===== config.mk =====
export PLATFORM = sky130hd
export DESIGN_NAME = aes_axil_slave_flat
export DESIGN_NICKNAME = d
export VERILOG_FILES = /design/src/rtl/aes_axil_slave_if.sv /design/src/rtl/aes_axil_slave.sv /design/src/flat_wrapper.sv
export SDC_FILE = /design/constraint.sdc
export NUM_CORES = 1
export LEC_CHECK = 0
export BUFFER_PORTS_ARGS = -buffer_cell sky130_fd_sc_hd__buf_2
export CAP_MARGIN = 15
export CORE_ASPECT_RATIO = 1.1
export CORE_UTILIZATION = 41
export DETAILED_ROUTE_END_ITERATION = 6
export GPL_ROUTABILITY_DRIVEN = 0
export PLACE_DENSITY = 0.82
export SETUP_SLACK_MARGIN = 0.3
export SKIP_CTS_REPAIR_TIMING = 1
export SLEW_MARGIN = 40
export SYNTH_ARGS = -nofsm -noshare
export SYNTH_HDL_FRONTEND = slang
export SYNTH_SLANG_ARGS = --single-unit

===== constraint.sdc =====
create_clock -name clk -period 4.1 [get_ports clk]
set_clock_uncertainty 0.1 [all_clocks]
set_input_delay 0.41 -clock clk [delete_from_list [all_inputs] [get_ports clk]]
set_output_delay 0.41 -clock clk [all_outputs]
set_load 0.1 [all_outputs]

===== src/rtl/aes_axil_slave_if.sv =====
// aes_axil_slave_if: AXI4-Lite bus bundle between a host master and the AES register slave
// Ports: AW (awaddr/awvalid/awready), W (wdata/wstrb/wvalid/wready), B (bresp/bvalid/bready),
//        AR (araddr/arvalid/arready), R (rdata/rresp/rvalid/rready); master and slave modports.
interface aes_axil_slave_if #(parameter int ADDR_W = 32);
  logic [ADDR_W-1:0] awaddr;
  logic awvalid;
  logic awready;
  logic [31:0] wdata;
  logic [3:0] wstrb;
  logic wvalid;
  logic wready;
  logic [1:0] bresp;
  logic bvalid;
  logic bready;
  logic [ADDR_W-1:0] araddr;
  logic arvalid;
  logic arready;
  logic [31:0] rdata;
  logic [1:0] rresp;
  logic rvalid;
  logic rready;
  modport master (
    output awaddr, awvalid, wdata, wstrb, wvalid, bready, araddr, arvalid, rready,
    input awready, wready, bresp, bvalid, arready, rdata, rresp, rvalid
  );
  modport slave (
    input awaddr, awvalid, wdata, wstrb, wvalid, bready, araddr, arvalid, rready,
    output awready, wready, bresp, bvalid, arready, rdata, rresp, rvalid
  );
endinterface


===== src/rtl/aes_axil_slave.sv =====
// aes_axil_slave: AXI4-Lite slave turning bus writes/reads into register-file strobes
// Ports: clk, reset (async, active-high); s_axi (AXI4-Lite slave bundle);
//        wr_en/wr_addr/wr_data one-cycle write strobe; rd_en/rd_addr fetch with combinational rd_data.
module aes_axil_slave #(
  parameter int ADDR_W = 32,
  parameter int WIN_BITS = 8
) (
  input logic clk,
  input logic reset,
  aes_axil_slave_if.slave s_axi,
  output logic wr_en,
  output logic [ADDR_W-1:0] wr_addr,
  output logic [31:0] wr_data,
  output logic rd_en,
  output logic [ADDR_W-1:0] rd_addr,
  input logic [31:0] rd_data
);
  typedef enum logic [1:0] {W_IDLE, W_PULSE, W_RESP} w_state_t;
  typedef enum logic [1:0] {R_IDLE, R_FETCH, R_RESP} r_state_t;
  w_state_t w_state_q, w_state_d;
  r_state_t r_state_q, r_state_d;
  logic aw_full_q, aw_full_d, w_full_q, w_full_d;
  logic [ADDR_W-1:0] awaddr_q, awaddr_d, rd_addr_q, rd_addr_d;
  logic [31:0] wdata_q, wdata_d, rdata_q, rdata_d;
  logic [3:0] wstrb_q, wstrb_d;
  logic [1:0] bresp_q, bresp_d, rresp_q, rresp_d, w_resp, r_resp;
  logic bvalid_q, bvalid_d, rvalid_q, rvalid_d, wr_en_q, wr_en_d, rd_en_q, rd_en_d;
  logic aw_hs, w_hs, ar_hs;
  // Out-of-window (DECERR) takes priority over misalignment/partial strobe (SLVERR)
  function automatic logic [1:0] resp_of(input logic [ADDR_W-1:0] a, input logic strb_ok);
    return |a[ADDR_W-1:WIN_BITS] ? 2'b11 : (a[1:0] != 2'b00 || !strb_ok) ? 2'b10 : 2'b00;
  endfunction
  assign s_axi.awready = w_state_q == W_IDLE && !aw_full_q;
  assign s_axi.wready = w_state_q == W_IDLE && !w_full_q;
  assign s_axi.arready = r_state_q == R_IDLE;
  assign s_axi.bvalid = bvalid_q;
  assign s_axi.bresp = bresp_q;
  assign s_axi.rvalid = rvalid_q;
  assign s_axi.rdata = rdata_q;
  assign s_axi.rresp = rresp_q;
  assign aw_hs = s_axi.awvalid && s_axi.awready;
  assign w_hs = s_axi.wvalid && s_axi.wready;
  assign ar_hs = s_axi.arvalid && s_axi.arready;
  assign w_resp = resp_of(awaddr_q, wstrb_q == 4'hF);
  assign r_resp = resp_of(rd_addr_q, 1'b1);
  assign wr_en = wr_en_q;
  assign wr_addr = awaddr_q;
  assign wr_data = wdata_q;
  assign rd_en = rd_en_q;
  assign rd_addr = rd_addr_q;
  always_comb begin
    w_state_d = w_state_q;
    aw_full_d = aw_full_q;
    w_full_d = w_full_q;
    awaddr_d = awaddr_q;
    wdata_d = wdata_q;
    wstrb_d = wstrb_q;
    bresp_d = bresp_q;
    bvalid_d = bvalid_q;
    wr_en_d = 1'b0;
    if (aw_hs) begin
      aw_full_d = 1'b1;
      awaddr_d = s_axi.awaddr;
    end
    if (w_hs) begin
      w_full_d = 1'b1;
      wdata_d = s_axi.wdata;
      wstrb_d = s_axi.wstrb;
    end
    if (w_state_q == W_IDLE && aw_full_q && w_full_q) begin
      w_state_d = w_resp == 2'b00 ? W_PULSE : W_RESP;
      wr_en_d = w_resp == 2'b00;
      bvalid_d = w_resp != 2'b00;
      bresp_d = w_resp;
    end else if (w_state_q == W_PULSE) begin
      w_state_d = W_RESP;
      bvalid_d = 1'b1;
      bresp_d = 2'b00;
    end else if (w_state_q == W_RESP && s_axi.bready) begin
      w_state_d = W_IDLE;
      bvalid_d = 1'b0;
      aw_full_d = 1'b0;
      w_full_d = 1'b0;
    end
  end
  always_comb begin
    r_state_d = r_state_q;
    rd_addr_d = rd_addr_q;
    rd_en_d = 1'b0;
    rvalid_d = rvalid_q;
    rdata_d = rdata_q;
    rresp_d = rresp_q;
    if (ar_hs) begin
      r_state_d = R_FETCH;
      rd_addr_d = s_axi.araddr;
      rd_en_d = 1'b1;
    end else if (r_state_q == R_FETCH) begin
      r_state_d = R_RESP;
      rvalid_d = 1'b1;
      rresp_d = r_resp;
      rdata_d = r_resp == 2'b00 ? rd_data : 32'h0;
    end else if (r_state_q == R_RESP && s_axi.rready) begin
      r_state_d = R_IDLE;
      rvalid_d = 1'b0;
    end
  end
  always_ff @(posedge clk or posedge reset) begin
    if (reset) begin
      w_state_q <= W_IDLE;
      r_state_q <= R_IDLE;
      aw_full_q <= 1'b0;
      w_full_q <= 1'b0;
      awaddr_q <= '0;
      wdata_q <= '0;
      wstrb_q <= '0;
      bresp_q <= '0;
      bvalid_q <= 1'b0;
      wr_en_q <= 1'b0;
      rd_addr_q <= '0;
      rd_en_q <= 1'b0;
      rvalid_q <= 1'b0;
      rdata_q <= '0;
      rresp_q <= '0;
    end else begin
      w_state_q <= w_state_d;
      r_state_q <= r_state_d;
      aw_full_q <= aw_full_d;
      w_full_q <= w_full_d;
      awaddr_q <= awaddr_d;
      wdata_q <= wdata_d;
      wstrb_q <= wstrb_d;
      bresp_q <= bresp_d;
      bvalid_q <= bvalid_d;
      wr_en_q <= wr_en_d;
      rd_addr_q <= rd_addr_d;
      rd_en_q <= rd_en_d;
      rvalid_q <= rvalid_d;
      rdata_q <= rdata_d;
      rresp_q <= rresp_d;
    end
  end
endmodule


===== src/flat_wrapper.sv =====
// flat-port wrapper written by rule: the top's interface ports become plain ports
module aes_axil_slave_flat 
#(
  parameter int ADDR_W = 32,
  parameter int WIN_BITS = 8
)
  (clk, reset, wr_en, wr_addr, wr_data, rd_en, rd_addr, rd_data, s_axi_awaddr, s_axi_awvalid, s_axi_wdata, s_axi_wstrb, s_axi_wvalid, s_axi_bready, s_axi_araddr, s_axi_arvalid, s_axi_rready, s_axi_awready, s_axi_wready, s_axi_bresp, s_axi_bvalid, s_axi_arready, s_axi_rdata, s_axi_rresp, s_axi_rvalid);
  aes_axil_slave_if #(.ADDR_W(ADDR_W)) s_axi_i ();
  input logic clk;
  input logic reset;
  output logic wr_en;
  output logic [ADDR_W-1:0] wr_addr;
  output logic [31:0] wr_data;
  output logic rd_en;
  output logic [ADDR_W-1:0] rd_addr;
  input logic [31:0] rd_data;
  input wire logic [$bits(s_axi_i.awaddr)-1:0] s_axi_awaddr;
  input wire logic [$bits(s_axi_i.awvalid)-1:0] s_axi_awvalid;
  input wire logic [$bits(s_axi_i.wdata)-1:0] s_axi_wdata;
  input wire logic [$bits(s_axi_i.wstrb)-1:0] s_axi_wstrb;
  input wire logic [$bits(s_axi_i.wvalid)-1:0] s_axi_wvalid;
  input wire logic [$bits(s_axi_i.bready)-1:0] s_axi_bready;
  input wire logic [$bits(s_axi_i.araddr)-1:0] s_axi_araddr;
  input wire logic [$bits(s_axi_i.arvalid)-1:0] s_axi_arvalid;
  input wire logic [$bits(s_axi_i.rready)-1:0] s_axi_rready;
  output wire logic [$bits(s_axi_i.awready)-1:0] s_axi_awready;
  output wire logic [$bits(s_axi_i.wready)-1:0] s_axi_wready;
  output wire logic [$bits(s_axi_i.bresp)-1:0] s_axi_bresp;
  output wire logic [$bits(s_axi_i.bvalid)-1:0] s_axi_bvalid;
  output wire logic [$bits(s_axi_i.arready)-1:0] s_axi_arready;
  output wire logic [$bits(s_axi_i.rdata)-1:0] s_axi_rdata;
  output wire logic [$bits(s_axi_i.rresp)-1:0] s_axi_rresp;
  output wire logic [$bits(s_axi_i.rvalid)-1:0] s_axi_rvalid;
  assign s_axi_i.awaddr = s_axi_awaddr;
  assign s_axi_i.awvalid = s_axi_awvalid;
  assign s_axi_i.wdata = s_axi_wdata;
  assign s_axi_i.wstrb = s_axi_wstrb;
  assign s_axi_i.wvalid = s_axi_wvalid;
  assign s_axi_i.bready = s_axi_bready;
  assign s_axi_i.araddr = s_axi_araddr;
  assign s_axi_i.arvalid = s_axi_arvalid;
  assign s_axi_i.rready = s_axi_rready;
  assign s_axi_awready = s_axi_i.awready;
  assign s_axi_wready = s_axi_i.wready;
  assign s_axi_bresp = s_axi_i.bresp;
  assign s_axi_bvalid = s_axi_i.bvalid;
  assign s_axi_arready = s_axi_i.arready;
  assign s_axi_rdata = s_axi_i.rdata;
  assign s_axi_rresp = s_axi_i.rresp;
  assign s_axi_rvalid = s_axi_i.rvalid;
  aes_axil_slave #(.ADDR_W(ADDR_W), .WIN_BITS(WIN_BITS)) u_core (.clk(clk), .reset(reset), .s_axi(s_axi_i), .wr_en(wr_en), .wr_addr(wr_addr), .wr_data(wr_data), .rd_en(rd_en), .rd_addr(rd_addr), .rd_data(rd_data));
endmodule

==> flow_summary.json <==
{
  "status": "finished, final reports clean",
  "drive_gt1_frac": 0.644,
  "track_usage": 0.182,
  "setup_viol": 0,
  "critical_path_buf_inv_count": 1,
  "antenna_found_initial": 0,
  "holdPathStages": 2,
  "post-place-ws_ns": 2.08,
  "ios": 278,
  "nets": 778,
  "cpLargestDelayFamily": "buffers and inverters",
  "hold_path_end": "u_core.s_axi.rdata[6]$_DFFE_PP0P_",
  "setup_slack_ns": 1.97,
  "end_kind": "output port",
  "ys_ff_latch": 145,
  "rr_worst_depth": 5,
  "hold_viol_final": 0,
  "worstReg2RegEnd": "u_core.s_axi.rdata[26]$_DFFE_PP0P_",
  "period_share": 0.520,
  "dr.pass1.iters": 4,
  "synth_cell_type_count": 26,
  "hold_class": "in -> reg",
  "relSlewSlack": 0.578,
  "clkLatencyLatePin_ns": 0.41,
  "netlist_area_mm2": 0.00549,
  "grt_max_degree": 68,
  "cts_buffer_depth": 2,
  "syn-mean-instance-area_um2": 15.6,
  "hold_start": "rd_data[6]",
  "cts_tree": "yes",
  "dp_cells": 780,
  "drt_iter0_drc": 114,
  "finalMaxSlewViolations": 0,
  "path_cells": "nor3_1 > buf_2",
  "dieArea_mm2": 0.0139,
  "core_area_mm2": 0.0132,
  "crit_required_ns": 3.59,
  "syn-num-nets": 492,
  "wirelength_um": 12900,
  "syn_to_final_growth_pct": 40.4,
  "port_buffers": 277,
  "holdWs_ns": 0.112,
  "routed_via_density": 5.01,
  "final_antenna_net_count": 0,
  "syn_inst": 353,
  "max_stage_delay_ns": 0.49,
  "r2r_slack_ns": 2.13,
  "path_max_fanout": 5,
  "yosys.area.top_type": "dfrtp_1",
  "clk_pin_slew_ns": 0.06,
  "yosysWarnings": 0,
  "synth_seq_area_share": 0.660,
  "crit_slowest_cell": "buf_2",
  "post-route-min-period_ns": 2.13,
  "vias": 4075,
  "cap_violations": 0,
  "die_h_um": 123,
  "worstMarginPinSlew_ns": 0.633,
  "fmax_ghz": 0.469,
  "wl_per_cell_um": 15.8,
  "rsz0062_at_grt": "no",
  "fillers": 1044,
  "numCtsBuffers": 17,
  "synthTopCellsByArea": "dfrtp_1 66%, mux2_2 20%, a22o_1 5.1%",
  "gr-total-overflow": 0,
  "dp_hpwl_um": 9550,
  "crit_type": "reg -> out",
  "n_antenna_cell": 0,
  "die_x_um": 112,
  "drc_errors": 0,
  "cts_sinks": 145,
  "rows": 44,
  "fin_cells": 813,
  "grt_pass1_vias": 4053,
  "cp.arrival_ns": 1.62,
  "start_kind": "register",
  "root_buffer": "clkbuf_16",
  "r2r_start": "u_core.rd_addr[14]$_DFFE_PP0P_",
  "h-tree-depth": 4,
  "grt_pass1_wl_um": 19300,
  "synth_top_area_frac": 0.660,
  "start_util": 0.418
}
-- area by class of cell --
type	instances	area, um2	share of cell area
tap	161	201	0.0261
clock inverter	14	209	0.0271
multi-input combinational	185	1730	0.224
clock buffer	18	439	0.0569
timing repair buffer	285	1480	0.192
inverter	5	22.5	0.00292
sequential	145	3630	0.470
-- logic make-up (layout without fill, tap and decap cells) --
family | after synthesis | count (layout) | synth area share
buf+inv | 23 | 322 | 0.0250
simple gates | 40 | 40 | 0.0437
mux | 100 | 100 | 0.205
compound gates | 45 | 45 | 0.0658
flops | 145 | 145 | 0.660
-- layer usage --
metal  part of all wire  wire [um]  global-route usage  vias to the layer above
met3              0.060        777              0.0578                       18
li1                   -          -                   -                     1868
met5                  0          0                   0                        -
met4              0.013        163              0.0683                        0
met2               0.54       6940               0.328                      166
met1               0.39       5000               0.202                     2023
-- state kept, by name, indices dropped and copies added, names as in the netlist, 4 cells and up --
register / cells
u_core.rd_addr: 32
u_core.s_axi.rdata: 32
u_core.wr_addr: 32
u_core.wr_data: 32
u_core.wstrb_q: 4
-- placed cells by master, fill, tap and decap left out, types with 2 or more instances in the layout --
| master | n |
|---|---|
| a21o_1 | 3 |
| a21oi_1 | 7 |
| a22o_1 | 32 |
| and2_1 | 3 |
| buf_2 | 277 |
| buf_4 | 5 |
| bufinv_16 | 5 |
| clkbuf_16 | 17 |
| clkinv_2 | 5 |
| clkinvlp_4 | 2 |
| dfrtp_1 | 145 |
| inv_1 | 4 |
| inv_6 | 2 |
| mux2_2 | 99 |
| nand2_1 | 5 |
| nand3_1 | 2 |
| nand4_1 | 4 |
| nor2_1 | 5 |
| nor3_1 | 4 |
| nor4_1 | 12 |
-- synthesized netlist by cell type --
| cell type | instances |
|---|---|
| or3_1 | 1 |
| nand2b_1 | 1 |
| a21o_1 | 3 |
| nand2_1 | 5 |
| buf_2 | 5 |
| nor4_1 | 12 |
| dfrtp_1 | 145 |
| nor4_2 | 1 |
| nor4_4 | 1 |
| buf_6 | 3 |
| nor2_1 | 5 |
| a22o_1 | 32 |
| mux2_2 | 99 |
| clkbuf_1 | 4 |
| o22a_2 | 1 |
| and2b_1 | 1 |
| inv_1 | 5 |
| nand4_1 | 4 |
| nor3_1 | 4 |
| and2_1 | 3 |
| o21ai_0 | 1 |
| a21oi_1 | 7 |
| o221ai_1 | 1 |
| buf_4 | 6 |
| nand3_1 | 2 |
| mux2_1 | 1 |
-- worst max-delay path by stage --
stage               slack, ns                            start                            endpoint  cells after the start
floorplan               -0.14  u_core.w_state_q[1]$_DFFE_PP0P_      u_core.wr_addr[26]$_DFFE_PP0P_                      5
global placement         2.08   u_core.rd_addr[14]$_DFFE_PP0P_  u_core.s_axi.rdata[23]$_DFFE_PP0P_                      5
detailed placement       2.08   u_core.rd_addr[14]$_DFFE_PP0P_   u_core.s_axi.rdata[4]$_DFFE_PP0P_                      5
CTS                      1.95  u_core.w_state_q[0]$_DFFE_PP0P_                        s_axi_wready                      2
global route             1.90  u_core.w_state_q[0]$_DFFE_PP0P_                        s_axi_wready                      2
finish                   1.97  u_core.w_state_q[0]$_DFFE_PP0P_                        s_axi_wready                      2
-- per-stage QoR --
step	cell area (um2)	util	TNS (ns)
after floorplan	5500	-	-8.40
after global placement	7020	0.534	0
after detailed placement	7050	0.536	0
after CTS	7700	0.585	0
after global routing	7710	0.586	0
final	7710	0.586	0
Power is not shown: default switching activity piles up to over one toggle a cycle in this logic, so the estimate is an artifact.
